`src/rtl/br_flush_ctl.sv`:
```
// Branch-mispredict flush controller: picks the oldest mispredict by ROB id and sequences one flush at a time.
// Optional BR_FLUSH_STATS_EN adds saturating flush/replacement statistics counters as output ports.
module br_flush_ctl #(
    parameter int NUM_SRC   = 2,
    parameter int ROBID_W   = 6,
    parameter int PC_W      = 64,
    parameter int USEQ_W    = 12,
    parameter int DRAIN_CYC = 3
) (
    input  logic                        clk,
    input  logic                        reset,
    input  logic [NUM_SRC-1:0]          mp_valid,
    input  logic [NUM_SRC*ROBID_W-1:0]  mp_robid,
    input  logic [NUM_SRC*PC_W-1:0]     mp_restore_pc,
    input  logic [NUM_SRC*USEQ_W-1:0]   mp_restore_useq,
    input  logic [NUM_SRC-1:0]          mp_ucbr,
    output logic                        flush_req,
    input  logic                        flush_ack,
    output logic [ROBID_W-1:0]          flush_robid,
    output logic [PC_W-1:0]             flush_pc,
    output logic [USEQ_W-1:0]           flush_useq,
    output logic                        flush_ucbr,
`ifdef BR_FLUSH_STATS_EN
    output logic [31:0]                 stat_flushes,
    output logic [31:0]                 stat_ucbr_flushes,
    output logic [31:0]                 stat_replaced,
`endif
    output logic                        busy
);

    localparam int CNT_W = (DRAIN_CYC < 2) ? 1 : $clog2(DRAIN_CYC + 1);

    typedef enum logic [1:0] {
        IDLE  = 2'd0,
        HOLD  = 2'd1,
        DRAIN = 2'd2
    } state_t;

    state_t             state;
    logic [CNT_W-1:0]   drain_cnt;
    logic [ROBID_W-1:0] fence;

    logic               win_valid;
    logic [ROBID_W-1:0] win_robid;
    logic [PC_W-1:0]    win_pc;
    logic [USEQ_W-1:0]  win_useq;
    logic               win_ucbr;

    logic               win_older_held;
    logic               win_older_fence;
    logic               ack_fire;
    logic               capture;

    // Wrap-aware age compare: differing wrap bits invert the sense of the low-bit compare.
    function automatic logic is_older(input logic [ROBID_W-1:0] a,
                                      input logic [ROBID_W-1:0] b);
        logic [ROBID_W-2:0] a_lo;
        logic [ROBID_W-2:0] b_lo;
        a_lo = a[ROBID_W-2:0];
        b_lo = b[ROBID_W-2:0];
        if (a[ROBID_W-1] ^ b[ROBID_W-1])
            return a_lo > b_lo;
        else
            return a_lo < b_lo;
    endfunction

    // Ascending scan with strict compare so equal ROB ids resolve to the lower source index.
    always_comb begin
        win_valid = 1'b0;
        win_robid = '0;
        win_pc    = '0;
        win_useq  = '0;
        win_ucbr  = 1'b0;
        for (int i = 0; i < NUM_SRC; i++) begin
            if (mp_valid[i] &&
                (!win_valid || is_older(mp_robid[i*ROBID_W +: ROBID_W], win_robid))) begin
                win_valid = 1'b1;
                win_robid = mp_robid[i*ROBID_W +: ROBID_W];
                win_pc    = mp_restore_pc[i*PC_W +: PC_W];
                win_useq  = mp_restore_useq[i*USEQ_W +: USEQ_W];
                win_ucbr  = mp_ucbr[i];
            end
        end
    end

    always_comb begin
        win_older_held  = win_valid && is_older(win_robid, flush_robid);
        win_older_fence = win_valid && is_older(win_robid, fence);
        ack_fire        = (state == HOLD) && flush_req && flush_ack;
        capture         = 1'b0;
        case (state)
            IDLE:    capture = win_valid;
            HOLD:    capture = win_older_held;
            DRAIN:   capture = win_older_fence;
            default: capture = 1'b0;
        endcase
    end

    // Flush sequencer; the payload registers only move on capture so outputs hold while idle/draining.
    always_ff @(posedge clk or posedge reset) begin
        if (reset) begin
            state       <= IDLE;
            drain_cnt   <= '0;
            fence       <= '0;
            flush_req   <= 1'b0;
            flush_robid <= '0;
            flush_pc    <= '0;
            flush_useq  <= '0;
            flush_ucbr  <= 1'b0;
        end else begin
            case (state)
                IDLE: begin
                    if (win_valid) begin
                        flush_req <= 1'b1;
                        state     <= HOLD;
                    end
                end
                HOLD: begin
                    if (ack_fire) begin
                        fence <= flush_robid;
                        if (!win_older_held) begin
                            flush_req <= 1'b0;
                            drain_cnt <= CNT_W'(DRAIN_CYC);
                            state     <= DRAIN;
                        end
                    end
                end
                DRAIN: begin
                    if (win_older_fence) begin
                        flush_req <= 1'b1;
                        state     <= HOLD;
                    end else if (drain_cnt <= CNT_W'(1)) begin
                        state <= IDLE;
                    end else begin
                        drain_cnt <= drain_cnt - CNT_W'(1);
                    end
                end
                default: begin
                    state     <= IDLE;
                    flush_req <= 1'b0;
                end
            endcase

            if (capture) begin
                flush_robid <= win_robid;
                flush_pc    <= win_pc;
                flush_useq  <= win_useq;
                flush_ucbr  <= win_ucbr;
            end
        end
    end

    assign busy = (state != IDLE);

`ifdef BR_FLUSH_STATS_EN
    // Replacement counts only the no-ack case; an older winner arriving with an ack is a fresh flush.
    always_ff @(posedge clk or posedge reset) begin
        if (reset) begin
            stat_flushes      <= '0;
            stat_ucbr_flushes <= '0;
            stat_replaced     <= '0;
        end else begin
            if (ack_fire && (stat_flushes != '1))
                stat_flushes <= stat_flushes + 32'd1;
            if (ack_fire && flush_ucbr && (stat_ucbr_flushes != '1))
                stat_ucbr_flushes <= stat_ucbr_flushes + 32'd1;
            if ((state == HOLD) && !ack_fire && win_older_held && (stat_replaced != '1))
                stat_replaced <= stat_replaced + 32'd1;
        end
    end
`endif

endmodule

```
`config.mk`:
```
export PLATFORM = sky130hd
export DESIGN_NAME = br_flush_ctl
export DESIGN_NICKNAME = d
export VERILOG_FILES = /design/src/rtl/br_flush_ctl.sv
export SDC_FILE = /design/constraint.sdc
export NUM_CORES = 1
export LEC_CHECK = 0
export ABC_AREA = 1
export BUFFER_PORTS_ARGS = -buffer_cell sky130_fd_sc_hd__buf_2
export CORE_ASPECT_RATIO = 1.75
export CORE_UTILIZATION = 51
export CTS_CLUSTER_SIZE = 30
export DETAILED_ROUTE_END_ITERATION = 10
export PLACE_DENSITY = 0.92
export SLEW_MARGIN = 20
export SYNTH_ARGS = -nofsm -noshare
export SYNTH_HDL_FRONTEND = slang
export SYNTH_SLANG_ARGS = --single-unit
```
`constraint.sdc`:
```
create_clock -name clk -period 4.4 [get_ports clk]
set_input_delay 0.66 -clock clk [delete_from_list [all_inputs] [get_ports clk]]
set_output_delay 0.66 -clock clk [all_outputs]
set_load 0.03 [all_outputs]
```
== Word-level counts from Yosys, hierarchy flattened ==
Index checks and enable logic that the tools add are counted.
Storage, ports and cells
  output and inout bits: 85
  flip-flop bits (word level): 94
  input bits: 171
  word-level logic and storage cells: 72
Cells by class
  mux-type cells: 30
  reduce and logical (&&, ||, !) cells: 14
  $add $sub $neg: 1
  order comparisons: 7
  bitwise gates (word level): 3
  equality and inequality tests: 9
Operators with widths (number)
  $mux W64: 2
  $mux W12: 2
  $mux W2: 9
  $gt A5 B5 Y1: 3
  $lt A5 B5 Y1: 3
  $mux W6: 2
  $ne A2 B2 Y1 const B: 6
  $mux W1: 11
  $reduce_and A4 Y1: 2
  $pmux W1 S3: 2
  $pmux W2 S3: 1
  $logic_and A1 B1 Y1: 5
  $reduce_and A5 Y1: 1
  $pmux W2 S2: 1
  $reduce_bool A2 Y1: 2
  $ne A3 B3 Y1 const B: 1
  $xor A1 B1 Y1: 3
  $eq A2 B1 Y1 const B: 1
  $eq A2 B2 Y1 const B: 1
  $le A2 B1 Y1 const B: 1
  $logic_not A2 Y1: 1
  $reduce_and A2 Y1: 1
  $sub A2 B1 Y2 const B: 1
  $logic_not A1 Y1: 1
  $logic_or A1 B1 Y1: 1

== Logic depth before layout (Yosys ltp) ==
  depth after elaboration: 12
  gate-level depth with buffers: 28
  mapped depth without buffers: 23

== Least setup slack after synthesis ==
OpenSTA, ideal clock, no wires.
  path type: input port to flip-flop
  from: in mp_valid[0]
  to: reg flush_pc[10]
  slack: 0.055 ns
  path buffers: 6
  cell stages on the path: 25
  library setup time: 0.117 ns
  arrival: 4.227 ns
  data required time: 4.283 ns
  path through: clkbuf_1 -> clkbuf_1 -> nand2_1 -> ha_1 -> nand2_1 -> nor2_1 -> nand2_1 -> nand4_1 -> nand3_2 -> nand2_1 -> clkbuf_1 -> clkbuf_1 -> a21oi_1 -> ha_1 -> nand2_1 -> inv_1 -> nand3_1 -> o221ai_1 -> o21ai_0 -> nand2_1 -> nand4_2 -> buf_2 -> buf_2 -> nand3_1 -> nand2_1
On the way
  longest elaborated chain between the ends: 10
RTL lines
  from (decl): RTL line 12  | input logic [NUM_SRC-1:0] mp_valid,
  $mux W6: RTL line 75  | if (mp_valid[i] &&
  $lt A5 B5 Y1, or another cell as far along: RTL line 64  | return a_lo < b_lo;
  $mux W1: RTL line 61  | if (a[ROBID_W-1] ^ b[ROBID_W-1])
  $logic_or A1 B1 Y1: RTL line 76  | (!win_valid || is_older(mp_robid[i*ROBID_W +: ROBID_W], win_robid))) begin
  $logic_and A1 B1 Y1: RTL line 75
  $mux W6 (*): RTL line 75
  named net win_robid[4]: RTL line 44  | logic [ROBID_W-1:0] win_robid;
  $lt A5 B5 Y1 / $gt A5 B5 Y1 (equally long branches): RTL line 64, 62
  $mux W1: RTL line 61
  $logic_and A1 B1 Y1 (on tied branches): RTL line 88, 87
  $pmux W1 S3 (*): RTL line 91  | case (state)
  to (signal assigned): RTL line 146  | flush_pc <= win_pc;
  to (decl): RTL line 20  | output logic [PC_W-1:0] flush_pc,
The timed path passes the listed nets; every way through them passes the cells marked *.
A chain may end at the register's enable or synchronous reset.

== Worst setup path after layout ==
  from: in mp_valid[0]
  to: reg drain_cnt[1]
On the way
  longest elaborated chain between the ends: 11
RTL lines
  $mux W6: RTL line 75
  $lt A5 B5 Y1, or another cell as far along: RTL line 64
  $mux W1: RTL line 61
  $logic_or A1 B1 Y1: RTL line 76
  $logic_and A1 B1 Y1: RTL line 75
  $mux W6 (*): RTL line 75
  named net win_robid[3]: RTL line 44
  $lt A5 B5 Y1 / $gt A5 B5 Y1 (equally long branches): RTL line 64, 62
  $mux W1: RTL line 61
  $logic_and A1 B1 Y1 (on tied branches): RTL line 88, 87
  $ne A2 B2 Y1 (no line)
  $reduce_and A5 Y1 (no line) (*)
  to (signal assigned): RTL line 123  | drain_cnt <= CNT_W'(DRAIN_CYC);
  to (signal assigned): RTL line 135  | drain_cnt <= drain_cnt - CNT_W'(1);
  to (decl): RTL line 40  | logic [CNT_W-1:0] drain_cnt;
Marks and branches as above.

==> flow_summary.json <==
{
  "status": "finished, final reports clean",
  "cp.arrival_ps": 4080,
  "period_share_pct": 87.5,
  "timing.final.hold_violations": 0,
  "power_density_nw_per_um2": 726,
  "leakage_nw": 4.10,
  "rows": 49,
  "crit_path_end_kind": "flip-flop",
  "cp-endpoint": "drain_cnt[1]",
  "fin_ws_ps": 552,
  "path_clk_slew_ps": 60,
  "cts_tree": "built",
  "hold_buffers": 0,
  "drv_slew": 0,
  "overflow": 0,
  "ys_warn_count": 0,
  "startpoint_type": "input pin",
  "worstMarginPinSlew_ps": 853,
  "nets": 1196,
  "syn_inst": 787,
  "wirelength_um": 15700,
  "setup_tns_ps": 0,
  "synth_area_leaders": "dfrtp_1, nand2_1, nand3_1, a21oi_1, nor2_1",
  "clkSinkCount": 94,
  "htreeDepth": 3,
  "cp.depth": 22,
  "grt_pass1_wl_um": 25500,
  "hpwl_um": 11500,
  "synth-seq-cells": 94,
  "peakVddDrop_mv": 0.475,
  "met3_length_um": 839,
  "postSynthAreaPerCell_um2": 6.88,
  "vias": 6057,
  "r2r-end": "flush_robid[4]",
  "synth_most_common_cell": "nand2_1",
  "drt_first_pass_iters": 6,
  "seq_area_frac_synth_pct": 43.5,
  "grt_setup_unrepaired": "no",
  "period_needed_ps": 3850,
  "die_h_um": 138,
  "antenna_found_initial": 0,
  "wl_met2_um": 8110,
  "synth_edf_count": 0,
  "hp-class": "input pin to asynchronous set/reset pin",
  "ios": 256,
  "wl_met1_um": 5980,
  "area_growth_pct": 29.6,
  "cp_common_cell": "nand2_1",
  "fin_total_pwr_mw": 5.09,
  "fin_area_um2": 7020,
  "root_buffer": "clkbuf_16",
  "placed_cell_area_um2": 6750,
  "maxSlewHeadroom_pct": 43.2,
  "start_util_pct": 52.6,
  "reg2reg_slack_ps": 2040,
  "reg2reg_depth": 13,
  "drive_above_1_share_pct": 28.2,
  "insertion_delay_ps": 340,
  "cp_cell_sequence": "buf_2 -> buf_4 -> nand2_1 -> nand2_1 -> nand2_1 -> nand4_1 -> nand3_2 -> nand2_4 -> nor2_1 -> a21oi_1 -> ha_1 -> nand2_1 -> inv_1 -> nand3_1 -> o221ai_1 -> o21ai_0 -> nand2_1 -> nand4_4 -> buf_12 -> nand2_1 -> nand2_1 -> nand2_1",
  "netlist_area_um2": 5410,
  "cts_resized": 0,
  "cts_buffers": 9,
  "grt_pass1_vias": 5688,
  "max_freq_ghz": 0.260,
  "drc_errors": 0,
  "regToRegStartpoint": "fence[4]",
  "synth_top_area_cell": "dfrtp_1",
  "async_flop_share_pct": 100,
  "core_um2": 10300,
  "dieArea_um2": 11000,
  "slowest_stage": "buf_4",
  "final_antenna_net_count": 0,
  "clockBufferDepth": 2,
  "wl_per_cell_um": 13.8,
  "viasPerCell": 5.31,
  "setup_viol": 0,
  "path_max_fanout": 86,
  "topRoutingLayerUsed": "met4",
  "synth_top_flop_cell": "dfrtp_1",
  "synth_common_cells": "nand2_1, nand3_1, dfrtp_1",
  "yosys.area.top_type_share_pct": 43.5,
  "crit_type": "input pin to flip-flop",
  "final_util_pct": 68.1,
  "ys_types": 20,
  "drv_cap": 0,
  "die_w_um": 79.9,
  "numPortBuffers": 255,
  "gp_congestion": 1.01,
  "grtUsageTotal_pct": 29.2,
  "grt_max_degree": 95,
  "n_antenna_cell": 0,
  "crit_buf_inv": 4,
  "pre_cts_slack_ps": 292,
  "slowest_delay_ps": 440,
  "dr.first_iter.drc_count": 319,
  "cp.required_ps": 4630,
  "syn_nets": 974,
  "cp_top_family": "simple AND/OR/NAND/NOR gates",
  "finClkSkew_ps": 8.29,
  "post-cts-setup-buffer-count": 0,
  "startpoint": "mp_valid[0]"
}
[stage by stage]
stage / hold slack (ps) / std cells
floorplan: 442 / 787
global route: 491 / 1140
finish: 428 / 1140
detailed placement: 477 / 1125
global placement: 457 / 1125
CTS: 458 / 1140
[sequential cells by signal, indices dropped and copies added, names as in the netlist]
register and cells:
flush_useq 12, flush_ucbr 1, fence 6, flush_pc 64, state 2, flush_robid 6, flush_req 1, drain_cnt 2
[worst reg2reg max path, cell delays in order (launching register included)]
cell	delay [ps]
dfrtp_1	340
inv_1	60
ha_1	300
nand2_1	70
inv_1	50
nand3_1	80
o221ai_1	270
o21ai_0	200
nand2_1	170
nand4_4	130
nand2_2	170
buf_4	260
nand2_1	110
nand2_1	70
[report_power, final]
part / leakage, nW / total, mW / internal [mW] / switching [mW]
clock: 0.129 / 0.712 / 0.396 / 0.317
combinational: 2.80 / 2.85 / 0.840 / 2.01
sequential: 1.17 / 1.54 / 1.29 / 0.243
[cell usage in the layout (no fill, tap or decap)]
master and n:
nor3_1 1, inv_1 32, nand3_1 98, nand2_2 1, inv_2 1, nand3_2 1, clkbuf_1 2, nand4_1 2
o21ai_0 9, mux2_2 1, ha_1 16, nand4_4 1, nand2_1 296, clkinv_4 1, buf_12 3, a21oi_1 87
dfrtp_1 94, clkinvlp_4 1, clkinv_2 1, buf_2 255, inv_4 1, clkbuf_8 1, clkbuf_16 9, o221ai_1 2
buf_4 8, nor2_1 87, nand2_4 1, nand3b_1 1
[layout make-up]
class                           instances  area (um2)
Sequential cell                        94        2350
Tap cell                              127         159
Inverter                               34         130
Fill cell                             923        3280
Timing Repair Buffer                  266        1400
Multi-Input combinational cell        604        2710
Clock inverter                          3        21.3
Clock buffer                           12         246
[routing by layer]
layer  GRT usage (%)  vias up
met5               0        -
met4            16.1        0
met3            4.82       76
met2            49.9      271
met1            33.9     2749
li1                -     2961
[worst min-delay path by stage]
stage	slack [ps]	endpoint	start
2_1_floorplan	440	drain_cnt[1]	drain_cnt[1]
3_3_place_gp	460	drain_cnt[1]	drain_cnt[1]
3_5_place_dp	480	fence[2]	fence[2]
4_1_cts	460	flush_pc[38]	reset
5_1_grt	490	flush_pc[38]	reset
6_report	430	flush_pc[38]	reset
[logic make-up (layout without fill, tap and decap cells)]
logic type	count (synthesis)	in the layout	synth area share, %
multiplexers	1	1	0.208
adder cells (fa/ha/maj)	16	16	3.70
AO/OA/AOI/OAI	98	98	9.20
buffers and inverters	89	315	6.80
AND/OR/NAND/NOR	489	489	36.6
flip-flops	94	94	43.5
No activity file was read; power rests on OpenSTA's default activity.
